$ cat config.mk
export PLATFORM = sky130hd
export DESIGN_NAME = func_vector_driver
export DESIGN_NICKNAME = d
export VERILOG_FILES = /design/src/rtl/func_vector_driver.sv
export SDC_FILE = /design/constraint.sdc
export NUM_CORES = 1
export LEC_CHECK = 0
export BUFFER_PORTS_ARGS = -buffer_cell sky130_fd_sc_hd__buf_2
export CAP_MARGIN = 40
export CORE_ASPECT_RATIO = 1.1
export CORE_MARGIN = 5
export CORE_UTILIZATION = 38
export DETAILED_ROUTE_END_ITERATION = 10
export SLEW_MARGIN = 0
export SYNTH_ARGS = -nofsm -noshare
export SYNTH_HDL_FRONTEND = slang
export SYNTH_SLANG_ARGS = --single-unit
$ cat constraint.sdc
create_clock -name clk -period 2.7 [get_ports clk]
set_input_delay 0.54 -clock clk [delete_from_list [all_inputs] [get_ports clk]]
set_output_delay 0.54 -clock clk [all_outputs]
set_load 0.01 [all_outputs]
$ cat src/rtl/func_vector_driver.sv
// func_vector_driver: steps a downstream 5-input function through a selectable
// vector set, holds each vector for DWELL cycles and samples the returned y on
// the last cycle of each hold. It accumulates a ones count and a 32-bit shift
// signature of the samples.
module func_vector_driver #(
  parameter int DWELL = 10
) (
  input  logic        clk,
  input  logic        rst_n,
  input  logic        start,
  input  logic [1:0]  mode,
  input  logic [4:0]  vec_in,
  output logic        a,
  output logic        b,
  output logic        c,
  output logic        d,
  output logic        e,
  input  logic        y,
  output logic        busy,
  output logic        done,
  output logic [5:0]  ones_count,
  output logic [31:0] signature
);

  typedef enum logic [1:0] {
    IDLE = 2'd0,
    RUN  = 2'd1,
    DONE = 2'd2
  } state_t;

  // Counter value on the final cycle of a hold, which is the sample cycle.
  localparam logic [7:0] DWELL_LAST = 8'(DWELL - 1);

  state_t      state_q, state_d;
  logic [1:0]  mode_q, mode_d;
  logic [4:0]  fixed_q, fixed_d;
  logic [4:0]  idx_q, idx_d;
  logic [7:0]  cnt_q, cnt_d;
  logic [4:0]  vec_q, vec_d;
  logic        busy_q, busy_d;
  logic        done_q, done_d;
  logic [5:0]  ones_q, ones_d;
  logic [31:0] sig_q, sig_d;

  // Vector table lookup. Mode 3 falls back to the mode 0 set.
  function automatic logic [4:0] vec_at(input logic [1:0] m,
                                        input logic [4:0] idx,
                                        input logic [4:0] fixed);
    logic [4:0] v;
    v = 5'b00000;
    case (m)
      2'd1: v = idx;
      2'd2: v = fixed;
      default: begin
        case (idx)
          5'd0:    v = 5'b00000;
          5'd1:    v = 5'b10000;
          5'd2:    v = 5'b01000;
          5'd3:    v = 5'b00100;
          5'd4:    v = 5'b00010;
          5'd5:    v = 5'b00001;
          5'd6:    v = 5'b11111;
          default: v = 5'b00000;
        endcase
      end
    endcase
    return v;
  endfunction

  // Index of the final vector in the set chosen by the latched mode.
  function automatic logic [4:0] last_idx(input logic [1:0] m);
    logic [4:0] l;
    case (m)
      2'd1:    l = 5'd31;
      2'd2:    l = 5'd0;
      default: l = 5'd6;
    endcase
    return l;
  endfunction

  // Next-state logic. Outputs are computed one cycle early so that every
  // output leaves a flop.
  always_comb begin
    state_d = state_q;
    mode_d  = mode_q;
    fixed_d = fixed_q;
    idx_d   = idx_q;
    cnt_d   = cnt_q;
    vec_d   = vec_q;
    busy_d  = busy_q;
    done_d  = 1'b0;
    ones_d  = ones_q;
    sig_d   = sig_q;
    case (state_q)
      IDLE: begin
        vec_d  = 5'b00000;
        busy_d = 1'b0;
        if (start) begin
          state_d = RUN;
          mode_d  = mode;
          fixed_d = vec_in;
          idx_d   = 5'd0;
          cnt_d   = 8'd0;
          ones_d  = 6'd0;
          sig_d   = 32'd0;
          busy_d  = 1'b1;
          // The first vector is already on a..e in the first RUN cycle.
          vec_d   = vec_at(mode, 5'd0, vec_in);
        end
      end
      RUN: begin
        busy_d = 1'b1;
        if (cnt_q == DWELL_LAST) begin
          sig_d  = {sig_q[30:0], y};
          ones_d = ones_q + {5'd0, y};
          cnt_d  = 8'd0;
          if (idx_q == last_idx(mode_q)) begin
            state_d = DONE;
            busy_d  = 1'b0;
            done_d  = 1'b1;
            vec_d   = 5'b00000;
            idx_d   = 5'd0;
          end else begin
            idx_d = idx_q + 5'd1;
            vec_d = vec_at(mode_q, idx_q + 5'd1, fixed_q);
          end
        end else begin
          cnt_d = cnt_q + 8'd1;
        end
      end
      DONE: begin
        state_d = IDLE;
        busy_d  = 1'b0;
        vec_d   = 5'b00000;
      end
      default: begin
        state_d = IDLE;
        busy_d  = 1'b0;
        vec_d   = 5'b00000;
      end
    endcase
  end

  // State and output registers; reset clears everything and aborts any run.
  always_ff @(posedge clk or negedge rst_n) begin
    if (!rst_n) begin
      state_q <= IDLE;
      mode_q  <= 2'd0;
      fixed_q <= 5'd0;
      idx_q   <= 5'd0;
      cnt_q   <= 8'd0;
      vec_q   <= 5'd0;
      busy_q  <= 1'b0;
      done_q  <= 1'b0;
      ones_q  <= 6'd0;
      sig_q   <= 32'd0;
    end else begin
      state_q <= state_d;
      mode_q  <= mode_d;
      fixed_q <= fixed_d;
      idx_q   <= idx_d;
      cnt_q   <= cnt_d;
      vec_q   <= vec_d;
      busy_q  <= busy_d;
      done_q  <= done_d;
      ones_q  <= ones_d;
      sig_q   <= sig_d;
    end
  end

  assign {a, b, c, d, e} = vec_q;
  assign busy            = busy_q;
  assign done            = done_q;
  assign ones_count      = ones_q;
  assign signature       = sig_q;

endmodule

# Yosys cells after proc, flatten, opt, wreduce, memory -nomap -nowiden
# Index checks and enable logic that the tools add are counted.
[op_classes]
n_bitwise = 0
n_eq_ne = 15
n_addsub = 3
shift = 0
div_mod_pow = 0
magnitude_cmp = 0
n_mul = 0
reduce_logical = 6
muxes = 34
[op_table]
columns = ["operator", "n"]
rows = [
  ["32-bit 2-to-1 mux", 2],
  ["32-bit one-hot mux with 2 select lines", 1],
  ["5-bit 2-to-1 mux", 9],
  ["5-bit one-hot mux with 2 select lines", 4],
  ["5-bit one-hot mux with 6 select lines", 1],
  ["8-bit 2-to-1 mux", 2],
  ["8-bit one-hot mux with 2 select lines", 1],
  ["5-bit by 3-bit equality test with 1-bit output, second input constant", 3],
  ["6-bit 2-to-1 mux", 2],
  ["6-bit one-hot mux with 2 select lines", 1],
  ["5-bit by 2-bit equality test with 1-bit output, second input constant", 2],
  ["8-bit by 1-bit adder with 8-bit output, second input constant", 1],
  ["8-bit by 4-bit equality test with 1-bit output, second input constant", 1],
  ["6-bit by 1-bit adder with 6-bit output", 1],
  ["1-bit 2-to-1 mux", 6],
  ["2-bit 2-to-1 mux", 3],
  ["2-bit inequality test, second input constant", 3],
  ["3-bit AND reduction", 2],
  ["5-bit by 1-bit adder with 5-bit output, second input constant", 1],
  ["5-bit by 1-bit equality test with 1-bit output, second input constant", 1],
  ["5-bit equality test", 1],
  ["2-bit by 1-bit equality test with 1-bit output, second input constant", 2],
  ["2-bit equality test, second input constant", 2],
  ["2-bit one-hot mux with 2 select lines", 1],
  ["4 further kinds", 5],
]
[totals]
latchBits = 0
rom_bits = 0
regBits = 67
mem_count = 0
ramBits = 0
output_inout_bits = 45

# Logic depth before layout (Yosys ltp)
# Gate-level depths: netlist (run 1).
[depth]
ltp_word = 8
ltp_mapped = 8

# Least setup slack after synthesis (run 1)
# OpenSTA, ideal clock, no wires.
[synth_timing]
kind = "register to register"
startpoint = "register cnt_q[1]"
endpoint = "register idx_q[2]"
required_time_ns = 2.579
path_buffers = 0
t_arrival_ns = 1.759
setup_slack_ns = 0.820
path_stages_with_launch = 7
cell_sequence = "dfrtp_1 > inv_1 > ha_1 > or4b_4 > o31ai_4 > o21ai_1 > a22o_1"
[synth_between]
elab_chain_cells = 3
[synth_rtl]
columns = ["item", "line_no", "source"]
rows = [
  ["from (decl)", "38", "logic [7:0] cnt_q, cnt_d;"],
  ["from (signal assigned)", "162", "cnt_q <= cnt_d;"],
  ["8-bit by 4-bit equality test with 1-bit output", "113", "if (cnt_q == DWELL_LAST) begin"],
  ["2-bit inequality test (no line)", "n/a", ""],
  ["3-bit AND reduction (no line)", "n/a", ""],
  ["to (signal assigned)", "161", "idx_q <= idx_d;"],
  ["to (decl)", "37", "logic [4:0] idx_q, idx_d;"],
]
# No other way between the ends.
# A chain may end at the register's enable or synchronous reset.

# Worst setup path after layout (run 1)
[layout_timing]
startpoint = "register cnt_q[1]"
endpoint = "register sig_q[3] (netlist: signature[3])"
[layout_between]
elab_chain_cells = 3
[layout_rtl]
columns = ["item", "line_no", "source"]
rows = [
  ["8-bit by 4-bit equality test with 1-bit output", "113", ""],
  ["2-bit inequality test (no line)", "n/a", ""],
  ["3-bit AND reduction (no line)", "n/a", ""],
  ["to (signal assigned)", "167", "sig_q <= sig_d;"],
  ["to (decl)", "43", "logic [31:0] sig_q, sig_d;"],
]
# No other way between the ends.

==> results.yml, run 1 <==
status:
  outcome: "complete, no violations"
clock_tree:
  cts_inserted_buffers: 9
  clk_pin_slew_ns: 0.08
  cts_tree: "yes"
  htree_levels: 3
  ctsResizeCount: 0
  cts_sinks: 67
  clock_latency_ns: 0.34
  hold_buffers: 0
  cts_setup_buffers: 0
  clockBufferDepth: 2
  cts-root-buf: "clkbuf_8"
finish:
  diodes: 0
  drive_gt1_share_pct: 23.8
  nNetsFinal: 430
  utilization_pct: 46.5
  final_cell_count_no_fill: 522
  area_growth_pct: 19.1
sta:
  finalClockSkew_ns: 0.0135
  whs_ns: 0.211
  min_period_ns: 2.14
  worst_pin_slew_ns: 0.689
  fin_setup_tns_ns: 0
  setup_violations: 0
  max_slew_margin_pct: 54.1
  timing_hold_violations_final: 0
  rsz0062_at_grt: "false"
  fmax_ghz: 0.467
  drv_slew: 0
  min_period_over_period_pct: 79.3
worst_setup_path:
  start_kind: "register"
  cp.required_ns: 2.98
  endpoint_kind: "register"
  crit_arrival_ns: 2.43
  setup.worst_path.class: "reg2reg"
  cp_max_fo: 14
synth:
  synth_cell_types: 49
  syn_area_mm2: 0.00330
  synth_top_area_share_pct: 50.8
  synth-edff-count: 0
  synth-seq-cells: 67
  synth_commonest_cells: "nand2_1 (87), dfrtp_1 (67), nand3_1 (40)"
  synthesis.nets: 372
  synthFlopType: "dfrtp_1"
  async_reset_ff_share_pct: 100
  yosysTopAreaCell: "dfrtp_1"
  avgSynthCellArea_um2: 9.48
  ys_seq_area_share_pct: 50.8
  syn_inst: 348
  yosys_warnings: 0
  synth.area.top_cells: "dfrtp_1 (51%), nand2_1 (9.9%), nand3_1 (6.1%)"
  yosysMostFrequentCell: "nand2_1"
floorplanning:
  io_pins: 56
  die-area_mm2: 0.0106
  fp.dieW_um: 98.8
  core_mm2: 0.00845
  core.rowCount: 35
  initial_utilization_pct: 39.0
  die_y_um: 108
route:
  drtAntennaViolNets: 0
  routedWlPerCell_um: 14.6
  drc: 0
  num_vias: 2697
  first_iter_violations: 138
  wirelength_um: 7600
  first_pass_iters: 5
  vias_per_cell: 5.17
grt:
  grt_max_degree: 68
  track_usage_pct: 14.8
  grt_pass1_wl_um: 12800
  antenna_found_initial: 0
  grt_pass1_vias: 2560
  grt_overflow: 0
power:
  leakage_nw: 2.00
  p_total_mw: 2.90
  peakVddDrop_mv: 0.332
  powerDensity_mw_per_mm2: 739
hold_path:
  hp-class: "in2async"
placement:
  dp.final_hpwl_um: 5290
  portBuffers: 55
  gp_congestion: 0.799
  dp_cells: 506
flow_run:
  maxCapViolCount: 0
[stage by stage]
step	cell area [um2]	worst slack (ns)
floorplan	3300	0.820
global placement	3720	0.572
detailed placement	3720	0.481
CTS	3930	0.526
global route	3930	0.377
finish	3930	0.558
[power by group]
group | switching [mW] | internal (mW) | total, mW | leakage, nW
clock | 0.431 | 0.442 | 0.873 | 0.102
combinational | 0.396 | 0.299 | 0.696 | 1.02
sequential | 0.182 | 1.15 | 1.34 | 0.881
total | 1.01 | 1.89 | 2.90 | 2.00
[critical path, stage by stage, from the launching register on]
cell and delay, ns:
dfrtp_1 0.40, inv_1 0.06, ha_1 0.14, or4b_4 0.50, o31ai_4 0.50, buf_4 0.29
nand3_1 0.10, nand2_1 0.08
[layer usage]
layer  global-route usage (%)  share of wire, %
met3                     3.56               5.5
met4                     6.24               2.0
met2                     23.5                49
met1                     19.3                44
met5                        0                 0
[kinds of logic after synthesis]
| kind of cell | after synthesis | share of synthesized area [%] |
|---|---|---|
| AND/OR/NAND/NOR | 172 | 24.5 |
| flip-flops | 67 | 50.8 |
| AO/OA/AOI/OAI | 61 | 12.7 |
| buffers and inverters | 23 | 3.53 |
| adder cells (fa/ha/maj) | 13 | 4.93 |
| XOR/XNOR | 7 | 1.86 |
| multiplexers | 5 | 1.71 |
[area by class of cell]
cell class / instances / area [um2]
inverter: 6 / 22.5
timing repair buffer: 64 / 355
tap: 111 / 139
clock buffer: 9 / 124
clock inverter: 7 / 83.8
multi-input combinational: 258 / 1530
fill: 824 / 4520
sequential: 67 / 1680
[sequential cells by signal, indices dropped and copies added (netlist names)]
name / count
idx_q: 5
done: 1
signature: 32
vec_q: 5
state_q: 2
busy: 1
fixed_q: 5
ones_count: 6
cnt_q: 8
mode_q: 2
[placed cells by master (no fill, tap or decap), types with 2 or more instances in the layout]
cell      count
mux2_2        5
and2_1        2
or3b_2        3
xor2_1        3
inv_6         2
a211oi_1      2
nand2b_1      3
o21ai_0      18
inv_1         6
nand2_1      87
o32ai_1       2
nor2b_1       3
buf_4         8
clkbuf_8      9
nand4_1       4
a221oi_1      5
a22oi_1       4
a21oi_1       8
dfrtp_1      67
nor3_1        3
buf_2        55
nor3b_1       2
a31oi_1       2
a22o_1        2
clkinv_4      2
o31ai_1       7
xnor2_1       4
ha_1         13
nand3_1      40
nor2_1       10
and3_1        3
[final timing paths]
| kind | start | endpoint | slack, ns | depth (start not counted) |
|---|---|---|---|---|
| min in group clk | mode[0] | mode_q[0]$_DFFE_PN0P_ | 0.43 | 3 |
| setup reg to reg | cnt_q[1]$_DFFE_PN0P_ | signature[3]$_DFFE_PN0P_ | 0.56 | 7 |
| max in group asynchronous | rst_n | idx_q[2]$_DFFE_PN0P_ | 2.21 | 2 |
| hold reg to reg | signature[31]$_DFFE_PN0P_ | signature[31]$_DFFE_PN0P_ | 0.48 | 2 |
| hold / removal | rst_n | cnt_q[3]$_DFFE_PN0P_ | 0.21 | 2 |
| setup / recovery | cnt_q[1]$_DFFE_PN0P_ | signature[3]$_DFFE_PN0P_ | 0.56 | 7 |
(Power assumes the default switching activity.)
==> run 2: changes to the inputs <==
==> constraint.sdc (replaced) <==
create_clock -name clk -period 2.1 [get_ports clk]
set_input_delay 0.42 -clock clk [delete_from_list [all_inputs] [get_ports clk]]
set_output_delay 0.42 -clock clk [all_outputs]
set_load 0.01 [all_outputs]
==> run 2 against run 1 <==
  * Via count increased by 2.0%
  * Final cell count up 2.1%
  * Die area unchanged
  * Clock-buffer cell count unchanged
  * First-iteration DRC count decreased by 16%
  * Critical path depth unchanged
  * Sequential share of layout area decreased by 1.2 points
  * Clock power is 44% higher
  * Final area up 2.8%
  * Fmax grew 8.9%
  * Wire length increased by 3.5%
==> results.yml, run 2 (synthesis gave the netlist of run 1 again) <==
route:
  drtAntennaViolNets: 0
  num_vias: 2752
  routedWlPerCell_um: 14.8
  wirelength_um: 7870
  vias_per_cell: 5.16
  first_iter_violations: 116
  drc: 0
  first_pass_iters: 4
floorplanning:
  core.rowCount: 35
  die_y_um: 108
  initial_utilization_pct: 39.0
  io_pins: 56
  core_mm2: 0.00845
  die-area_mm2: 0.0106
  fp.dieW_um: 98.8
finish:
  final_common_cell: "nand2_1"
  largest_register_ffs: 32
  area_growth_pct: 22.4
  fill_cells: 818
  layout_common_cells: "nand2_1 (87), dfrtp_1 (67), buf_2 (55)"
  diodes: 0
  drive_gt1_share_pct: 26.1
  nNetsFinal: 441
worst_setup_path:
  start_kind: "register"
  reg2reg_depth: 7
  endpoint_kind: "register"
  crit_arrival_ns: 2.21
  cp.required_ns: 2.35
  reg2reg_slack_ns: 0.13
  cp_max_fo: 5
  timing.rr.end: "idx_q[2]$_DFFE_PN0P_"
  setup.worst_path.class: "reg2reg"
  reg2reg_from: "mode_q[1]$_DFFE_PN0P_"
power:
  power_frac_comb_pct: 25.5
  powerDensity_mw_per_mm2: 979
  clkPwrFrac_pct: 31.8
  peakVddDrop_mv: 0.509
  p_switching_mw: 1.34
  p_int_mw: 2.61
  leakage_nw: 2.07
  pwr-share-seq_pct: 42.7
  switching_share_pct: 34.0
hold_path:
  hp-class: "in2async"
clock_tree:
  clk_pin_slew_ns: 0.08
  clockBufferDepth: 2
  cts_tree: "yes"
  cts_setup_buffers: 0
  hold_buffers: 0
  clock_latency_ns: 0.36
  htree_levels: 3
  cts-root-buf: "clkbuf_8"
  cts_sinks: 67
  cts_inserted_buffers: 9
sta:
  min_period_ns: 1.97
  setup_violations: 0
  rsz0062_at_grt: "false"
  min_period_over_period_pct: 93.7
  fmax_ghz: 0.508
  finalClockSkew_ns: 0.0159
  timing_hold_violations_final: 0
  worst_pin_slew_ns: 0.534
  drv_slew: 0
  whs_ns: 0.0761
  fin_setup_tns_ns: 0
  max_slew_margin_pct: 64.3
status:
  outcome: "complete, no violations"
placement:
  portBuffers: 55
  dp.final_hpwl_um: 5410
  gp_congestion: 0.790
grt:
  grt_overflow: 0
  grt_max_degree: 68
  antenna_found_initial: 0
  grt_pass1_wl_um: 13100
  grt_pass1_vias: 2628
  track_usage_pct: 15.4
flow_run:
  maxCapViolCount: 0
-- run 2: worst max-delay path, stage by stage (launching register included) --
cell	delay, ns
dfrtp_1	0.39
inv_1	0.09
ha_1	0.20
or4_1	0.42
a22oi_2	0.20
nand2b_1	0.23
nor2_1	0.11
a22o_1	0.22
-- run 2: final cells by class --
cell class | count | area (um2) | area share (%)
clock buffers | 9 | 124 | 3.07
clock inverters | 7 | 105 | 2.60
inverters | 6 | 22.5 | 0.557
multi-input cells | 258 | 1530 | 37.9
flip-flops and latches | 67 | 1680 | 41.5
well taps | 111 | 139 | 3.44
repair buffers | 75 | 442 | 10.9
-- run 2: worst max path at each step --
| stage | startpoint | endpoint |
|---|---|---|
| after floorplan | cnt_q[1]$_DFFE_PN0P_ | idx_q[2]$_DFFE_PN0P_ |
| after global placement | cnt_q[1]$_DFFE_PN0P_ | signature[21]$_DFFE_PN0P_ |
| after detailed placement | cnt_q[1]$_DFFE_PN0P_ | signature[21]$_DFFE_PN0P_ |
| after CTS | cnt_q[1]$_DFFE_PN0P_ | signature[8]$_DFFE_PN0P_ |
| after global routing | mode_q[1]$_DFFE_PN0P_ | idx_q[2]$_DFFE_PN0P_ |
| final | mode_q[1]$_DFFE_PN0P_ | idx_q[2]$_DFFE_PN0P_ |
-- run 2: what timing repair did --
action,in CTS,in global routing
endpoints found under the hold margin,0,0
resized for setup,0,3
endpoints found under the setup margin,0,10
-- run 2: power by group through the flow --
stage | logic (mW) | registers, mW | clock network, mW
final | 1.01 | 1.69 | 1.26
after CTS | 1.02 | 1.69 | 1.29
after floorplan | 0.579 | 1.72 | 0
after global routing | 1.13 | 1.72 | 1.34
after global placement | 1.00 | 1.71 | 0
after detailed placement | 1.02 | 1.71 | 0
-- run 2: metrics by stage --
stage | instances | utilization [%] | instance area [um2] | total power [mW] | worst slack, ns
after floorplan | 348 | - | 3300 | 2.30 | 0.220
after global placement | 517 | 45.0 | 3800 | 2.71 | 0.153
after detailed placement | 517 | 45.0 | 3800 | 2.72 | 0.125
after CTS | 533 | 47.7 | 4030 | 4.00 | 0.0995
after global routing | 533 | 47.8 | 4040 | 4.20 | 0.0162
final | 533 | 47.8 | 4040 | 3.95 | 0.133
-- run 2: routing by layer --
metal,track usage (%),wire (um)
met1,20.3,3650
met2,23.6,3700
met3,3.95,327
met4,7.12,197
met5,0,0
